<file path="config.mk">
export PLATFORM = sky130hd
export DESIGN_NAME = suma_pipe
export DESIGN_NICKNAME = d
export VERILOG_FILES = /design/src/rtl/suma_pipe.sv
export SDC_FILE = /design/constraint.sdc
export NUM_CORES = 1
export LEC_CHECK = 0
export BUFFER_PORTS_ARGS = -buffer_cell sky130_fd_sc_hd__buf_2
export CAP_MARGIN = 20
export CORE_MARGIN = 3
export CORE_UTILIZATION = 35
export DETAILED_ROUTE_END_ITERATION = 16
export SYNTH_ARGS = -nofsm -noshare
export SYNTH_HDL_FRONTEND = slang
export SYNTH_SLANG_ARGS = --single-unit
</file>
<file path="constraint.sdc">
create_clock -name clk -period 8.3 [get_ports clk]
set_clock_uncertainty 0.1 [all_clocks]
set_input_delay 0 -clock clk [delete_from_list [all_inputs] [get_ports clk]]
set_output_delay 0 -clock clk [all_outputs]
set_load 0.05 [all_outputs]
</file>
<file path="src/rtl/suma_pipe.sv">
// Two-stage signed add/subtract/accumulate unit with valid/ready on both sides.
// Overflow is judged against the display limit MAX_MAG; define SUMA_SATURATE_EN to clamp instead of zeroing.
module suma_pipe #(
    parameter int WIDTH   = 28,
    parameter int MAX_MAG = 99999999
) (
    input  logic             clk,
    input  logic             rst,
    input  logic [WIDTH-1:0] n1,
    input  logic [WIDTH-1:0] n2,
    input  logic [1:0]       op,
    input  logic             valid_in,
    output logic             ready_out,
    output logic             valid_out,
    input  logic             ready_in,
    output logic [WIDTH-1:0] d_out,
    output logic             ovrflow
);

    typedef enum logic [1:0] {
        OP_ADD = 2'b00,
        OP_SUB = 2'b01,
        OP_ACC = 2'b10,
        OP_CLR = 2'b11
    } op_e;

    localparam logic signed [WIDTH:0]   MAG_POS = (WIDTH+1)'(MAX_MAG);
    localparam logic signed [WIDTH:0]   MAG_NEG = -MAG_POS;
    localparam logic signed [WIDTH-1:0] SAT_POS = WIDTH'(MAX_MAG);
    localparam logic signed [WIDTH-1:0] SAT_NEG = -SAT_POS;
`ifdef SUMA_SATURATE_EN
    localparam bit SAT_EN = 1'b1;
`else
    localparam bit SAT_EN = 1'b0;
`endif

    logic [WIDTH-1:0] s1_n1_reg, s1_n2_reg;
    op_e              s1_op_reg;
    logic             s1_valid_reg;
    logic [WIDTH-1:0] acc_reg, acc_next;
    logic [WIDTH-1:0] d_out_reg;
    logic             ovrflow_reg, valid_out_reg;

    logic                    adv, accept;
    logic signed [WIDTH:0]   a_ext, b_ext, acc_ext, r;
    logic                    n1_big, n2_big, operand_big, ovf;
    logic [WIDTH-1:0]        sat_val, res;

    assign adv       = !valid_out_reg || ready_in;
    assign ready_out = !s1_valid_reg || adv;
    assign accept    = valid_in && ready_out;

    assign valid_out = valid_out_reg;
    assign d_out     = d_out_reg;
    assign ovrflow   = ovrflow_reg;

    // One extra bit keeps r exact for every WIDTH-bit operand pair.
    always_comb begin
        a_ext       = {s1_n1_reg[WIDTH-1], s1_n1_reg};
        b_ext       = {s1_n2_reg[WIDTH-1], s1_n2_reg};
        acc_ext     = {acc_reg[WIDTH-1], acc_reg};
        n1_big      = (a_ext > MAG_POS) || (a_ext < MAG_NEG);
        n2_big      = (b_ext > MAG_POS) || (b_ext < MAG_NEG);
        r           = '0;
        operand_big = 1'b0;
        case (s1_op_reg)
            OP_ADD: begin
                r           = a_ext + b_ext;
                operand_big = n1_big || n2_big;
            end
            OP_SUB: begin
                r           = a_ext - b_ext;
                operand_big = n1_big || n2_big;
            end
            OP_ACC: begin
                r           = acc_ext + a_ext;
                operand_big = n1_big;
            end
            default: begin
                r           = '0;
                operand_big = 1'b0;
            end
        endcase
        ovf = (s1_op_reg != OP_CLR) && (operand_big || (r > MAG_POS) || (r < MAG_NEG));

        sat_val = '0;
        if (SAT_EN)
            sat_val = (!r[WIDTH] && (r != '0)) ? SAT_POS : SAT_NEG;
        res = ovf ? sat_val : r[WIDTH-1:0];

        acc_next = acc_reg;
        if (s1_op_reg == OP_ACC && (!ovf || SAT_EN))
            acc_next = res;
        else if (s1_op_reg == OP_CLR)
            acc_next = '0;
    end

    always_ff @(posedge clk or negedge rst) begin
        if (!rst) begin
            s1_n1_reg     <= '0;
            s1_n2_reg     <= '0;
            s1_op_reg     <= OP_ADD;
            s1_valid_reg  <= 1'b0;
            acc_reg       <= '0;
            d_out_reg     <= '0;
            ovrflow_reg   <= 1'b0;
            valid_out_reg <= 1'b0;
        end else begin
            if (accept) begin
                s1_n1_reg    <= n1;
                s1_n2_reg    <= n2;
                s1_op_reg    <= op_e'(op);
                s1_valid_reg <= 1'b1;
            end else if (adv) begin
                s1_valid_reg <= 1'b0;
            end

            // acc only moves together with a result entering S2, so a stalled output freezes it.
            if (adv) begin
                valid_out_reg <= s1_valid_reg;
                if (s1_valid_reg) begin
                    d_out_reg   <= res;
                    ovrflow_reg <= ovf;
                    acc_reg     <= acc_next;
                end
            end
        end
    end

endmodule

</file>
==> impl_results.md, run 1 <==
- Outcome: complete, no violations
- Synth cell types: 73
- CP required: 8.51 ns
- Drt drc: 0
- Worst-margin pin slew: 0.877 ns
- Top_reg_cell synth: dfrtp_1
- WL/cell: 19.2 um
- Multi-input logic area: 4770 um^2
- Hpwl dp: 18500 um
- Clock latency on the worst-skew pair: 0.42 ns
- Vias in the first global route: 7042
- H-tree Lvls: 4
- 1st-iter DRT viols: 665
- Core area: 22200 um^2
- Gp weighted congestion: 0.949
- Clock Path Buffers: 2
- Synth cell count leaders: 117 x dfrtp_1, 104 x nand2_1, 61 x mux2_2
- Minimum clock period: 6.76 ns
- Unrepaired setup endpoints after global routing: no
- Layout Cells excl Fill: 1303
- Crit-path slowest cell: clkinv_1
- Post-Syn Instances: 880
- Initial antenna violation count: 1
- GR Overflow Total: 0
- Worst path max stage delay: 0.82 ns
- Critical path depth: 17
- All-Layer GR Usage: 20.4%
- Setup TNS Final: 0 ns
- Post-synth top area cell: dfrtp_1
- Chip width: 157 um
- Min-Delay Path Class: input pin to asynchronous set/reset pin
- Power Density: 353 nW/um^2
- Post-CTS Hold Buffers: 62
- Clock Pin Slew Worst Setup and Hold Paths: 0.06 ns
- # IOs: 93
- # Post-CTS Setup Buffers: 0
- Sink Count: 117
- Ys async rst share: 100%
- CTS Buf Count: 17
- CP Class: flop to flop
- CP arrival: 6.96 ns
- Yosys warning total: 0
- Setup Viol. Count Final: 0
- Most frequent cell after synthesis: dfrtp_1
- Post-synthesis sequential area ratio: 36.5%
- Placed Area: 8670 um^2
- Delay-heaviest family, CP: compound AO/OA/AOI/OAI gates
- Worst Path Max Fanout: 28
- Synthesis-stage register bit count: 117
- Die ar.: 24800 um^2
- F_max: 148 MHz
- Post-Route WL: 25000 um
- Share of layout cells above drive strength 1: 20.0%
- Avg Inst Size Synth: 9.11 um^2
- Antenna diodes: 0
- Worst setup EP type: flop
- Max-cap viol count: 0
- Row cnt: 54
- First-pass GRT wire length: 39300 um
- Initial Util: 36.2%
- Vias per inst: 5.72
- Slew Limit Fails: 0
- Largest net degree at the start of global routing: 68
- Worst r2r path cells: 17
- Rel. slew slack: 41.1%
- Finished Cell Area: 9890 um^2
- Area growth, synth to finish: 23.3%
- Die height: 157 um
- Final period util: 81.4%
- NumNets Final: 1113
- Leakage: 4.27 nW
- Routed vias: 7453
- Post-synth EDFFs: 0
- Synthesized Nets: 983
- Post-Syn Area: 8020 um^2
- Port Buffers: 92
- Startpoint Class: flop
- Post-Place Cells: 1209
- Yosys top cell area share: 36.5%
- FILL cells: 2167
- Cts repair resizes: 0
- Clock root buffer master: clkbuf_16
- Critical path, cell by cell: inv_1 -> ha_1 -> clkinv_1 -> o31ai_1 -> a22o_1 -> ha_1 -> a211oi_1 -> o21a_1 -> nor3_1 -> nor3_1 -> nand4_1 -> or4_1 -> or4_1 -> o211ai_1 -> a221o_2 -> o2111ai_4 -> a32o_1
- Hold_ws: 0.0516 ns
- Final WS setup: 1.54 ns
- CTS tree: built
- Fin. Hold Viols: 0
- CP bufs+invs: 2
- Register area: 2930 um^2
- Drt first pass iters: 5
- Top cells by area, synth: dfrtp_1 37%, mux2_2 8.6%, ha_1 6.2%
- Setup Slack @ Placement: 1.62 ns
- Peak supply drop: 0.165 mV
- Post-route ant nets: 0
final timing paths:
path | startpoint | to | slack, ns
max | s1_op_reg[1] | acc_reg[13] | 1.54
min | rst | d_out[12] | 0.05
max reg2reg | s1_op_reg[1] | acc_reg[13] | 1.54
min reg2reg | d_out[19] | d_out[19] | 0.37
max in group asynchronous | rst | s1_n2_reg[6] | 6.73
min in group clk | n2[20] | s1_n2_reg[20] | 0.24
routing by layer:
| metal | global-route usage, % | vias to the layer above | part of all wire [%] |
|---|---|---|---|
| li1 | - | 3567 | - |
| met1 | 27.8 | 3591 | 45 |
| met2 | 32.2 | 267 | 46 |
| met3 | 5.06 | 26 | 7.4 |
| met4 | 5.54 | 2 | 1.4 |
| met5 | 0 | - | 0.052 |
cell usage in the layout (no fill, tap or decap), types with 18 or more instances in the layout:
| master | instances |
|---|---|
| a21oi_1 | 58 |
| a32o_1 | 26 |
| buf_2 | 91 |
| dfrtp_1 | 117 |
| dlygate4sd3_1 | 62 |
| ha_1 | 40 |
| inv_1 | 24 |
| mux2_2 | 61 |
| nand2_1 | 103 |
| nand3_1 | 22 |
| nor2_1 | 51 |
| nor3_1 | 23 |
| o21ai_0 | 34 |
| o31ai_1 | 18 |
kinds of logic after synthesis:
logic type | share of synthesized area, %
AO/OA/AOI/OAI | 22.0
flip-flops | 36.5
buffers and inverters | 4.01
AND/OR/NAND/NOR | 19.6
adder cells (fa/ha/maj) | 6.49
XOR/XNOR | 1.75
multiplexers | 9.67
layout make-up:
class,count,area share (%)
Timing Repair Buffer,162,11.6
Tap cell,280,3.54
Sequential cell,117,29.6
Multi-Input combinational cell,687,48.3
Inverter,25,0.949
Clock buffer,25,5.11
Clock inverter,7,0.949
stage by stage:
stage                     total power (W)  utilization [%]
after floorplan                   0.00217                -
after global placement            0.00267             39.1
after detailed placement          0.00268             39.1
after CTS                         0.00347             44.6
after global routing              0.00369             44.6
final                             0.00349             44.6
power by group:
part	internal (W)	switching [W]	leakage, nW
clock	0.000481	0.000276	0.289
sequential	0.000728	0.000133	1.45
combinational	0.000635	0.00124	2.53
total	0.00184	0.00165	4.27
Note: power is estimated with default switching activity, not from simulation.
==> inputs of run 2 (changes only) <==
==> constraint.sdc (replaced) <==
create_clock -name clk -period 6.2 [get_ports clk]
set_clock_uncertainty 0.1 [all_clocks]
set_input_delay 0 -clock clk [delete_from_list [all_inputs] [get_ports clk]]
set_output_delay 0 -clock clk [all_outputs]
set_load 0.05 [all_outputs]
==> impl_results.md, run 2 (same netlist as run 1, synthesis figures left out) <==
- Rel. slew slack: 47.8%
- Drt drc: 0
- Core area: 22200 um^2
- Layout Cells excl Fill: 1322
- Post-Place Cells: 1227
- # IOs: 93
- Startpoint Class: flop
- Initial antenna violation count: 0
- Row cnt: 54
- First-pass GRT wire length: 39900 um
- Vias in the first global route: 7125
- Area growth, synth to finish: 25.9%
- Min-Delay Path Class: input pin to asynchronous set/reset pin
- Port Buffers: 92
- Commonest non-fill, non-tap cell in the layout: dfrtp_1
- Failing checks: hold timing
- Peak supply drop: 0.253 mV
- Worst-margin pin slew: 0.783 ns
- Slew Limit Fails: 0
- Setup Slack @ Placement: 0.197 ns
- Sink Count: 117
- F_max: 168 MHz
- Initial Util: 36.2%
- Outcome: complete, but fails checks
- Final period util: 96.1%
- Leakage: 4.37 nW
- Hold_ws: -0.00790 ns
- Die height: 157 um
- Setup Viol. Count Final: 0
- Largest net degree at the start of global routing: 82
- CP Class: flop to flop
- Post-Route WL: 25500 um
- Routed vias: 7501
- Vias per inst: 5.67
- Clock root buffer master: clkbuf_16
- Fin. Hold Viols: 5
- All-Layer GR Usage: 20.8%
- Die ar.: 24800 um^2
- GRT busiest layer: met2
- CP arrival: 6.17 ns
- Final WS setup: 0.240 ns
- Clock Pin Slew Worst Setup and Hold Paths: 0.06 ns
- NumNets Final: 1132
- CTS Buf Count: 17
- 1st-iter DRT viols: 687
- Gp weighted congestion: 0.938
- Most frequent cells in the layout: 117 x dfrtp_1, 103 x nand2_1, 91 x buf_2, 62 x dlygate4sd3_1, 61 x mux2_2
- GR Overflow Total: 0
- Worst Path Max Fanout: 18
- Chip width: 157 um
- H-tree Lvls: 4
- CTS tree: built
- Unrepaired setup endpoints after global routing: no
- Worst setup EP type: flop
- GR Util met3: 3.88%
- Share of layout cells above drive strength 1: 22.0%
- Met2 Resource Use GR: 31.7%
- Antenna diodes: 0
- Post-route ant nets: 0
- Hpwl dp: 19000 um
- Worst r2r path cells: 20
- Power Density: 471 nW/um^2
- Setup TNS Final: 0 ns
- Minimum clock period: 5.96 ns
- WL/cell: 19.3 um
- # Post-CTS Setup Buffers: 0
- Clock Path Buffers: 2
- Clock latency on the worst-skew pair: 0.43 ns
- Global-route track usage on met1: 29.6%
- Max-cap viol count: 0
- Drt first pass iters: 6
- CP required: 6.41 ns
[run 2: power by group]
part | switching [W] | internal [W] | total, W
Sequential | 0.000191 | 0.000974 | 0.00116
Clock | 0.000378 | 0.000572 | 0.000950
Combinational | 0.00167 | 0.000972 | 0.00264
Total | 0.00224 | 0.00252 | 0.00476
[run 2: final timing paths]
kind                              startpoint  slack (ns)            end
worst max-delay path            s1_n2_reg[2]        0.24    acc_reg[22]
worst min-delay path                     rst      -0.008   s1_n1_reg[7]
worst max register to register  s1_n2_reg[2]        0.24    acc_reg[22]
worst min register to register     d_out[27]        0.37      d_out[27]
max in group asynchronous                rst        4.87    acc_reg[13]
min in group clk                      n2[22]        0.24  s1_n2_reg[22]
[run 2: metal layers]
metal / vias to the layer above / part of all wire (%)
li1: 3590 / -
met1: 3582 / 46
met2: 293 / 44
met3: 36 / 6.7
met4: 0 / 2.8
met5: - / 0
[run 2: final cells by class]
class | count | area, um^2
multi-input cells | 687 | 4800
clock inverters | 11 | 103
inverters | 25 | 93.8
well taps | 280 | 350
flip-flops and latches | 117 | 2930
repair buffers | 181 | 1360
clock buffers | 21 | 460
fillers | 2185 | 12100
[run 2: worst max-delay path, stage by stage (launching register included)]
cell,delay (ns)
dfrtp_1,0.41
or3_1,0.43
nor3_2,0.22
nand2_1,0.10
or4_1,0.47
a32o_1,0.29
a22o_1,0.28
ha_1,0.30
and4_1,0.25
nor3b_2,0.18
o21ai_1,0.15
a211oi_2,0.35
nor2_2,0.12
mux2_4,0.33
or4_1,0.46
or4_1,0.41
o211ai_1,0.12
a221o_2,0.26
o2111ai_4,0.18
buf_12,0.23
a32o_1,0.20
[run 2: per-stage QoR]
step           total power (W)  util, %  instance area (um^2)
2_1_floorplan          0.00291        -                  8020
3_3_place_gp           0.00372     40.0                  8860
4_1_cts                0.00473     45.3                 10000
5_1_grt                0.00504     45.5                 10100
3_5_place_dp           0.00373     40.0                  8860
6_report               0.00476     45.5                 10100
[run 2: repair_timing]
item                                    4_1_cts  5_1_grt
resized for setup                             0        5
hold buffers                                 62        0
hold endpoints to repair                     96        0
endpoints found under the setup margin        0       57
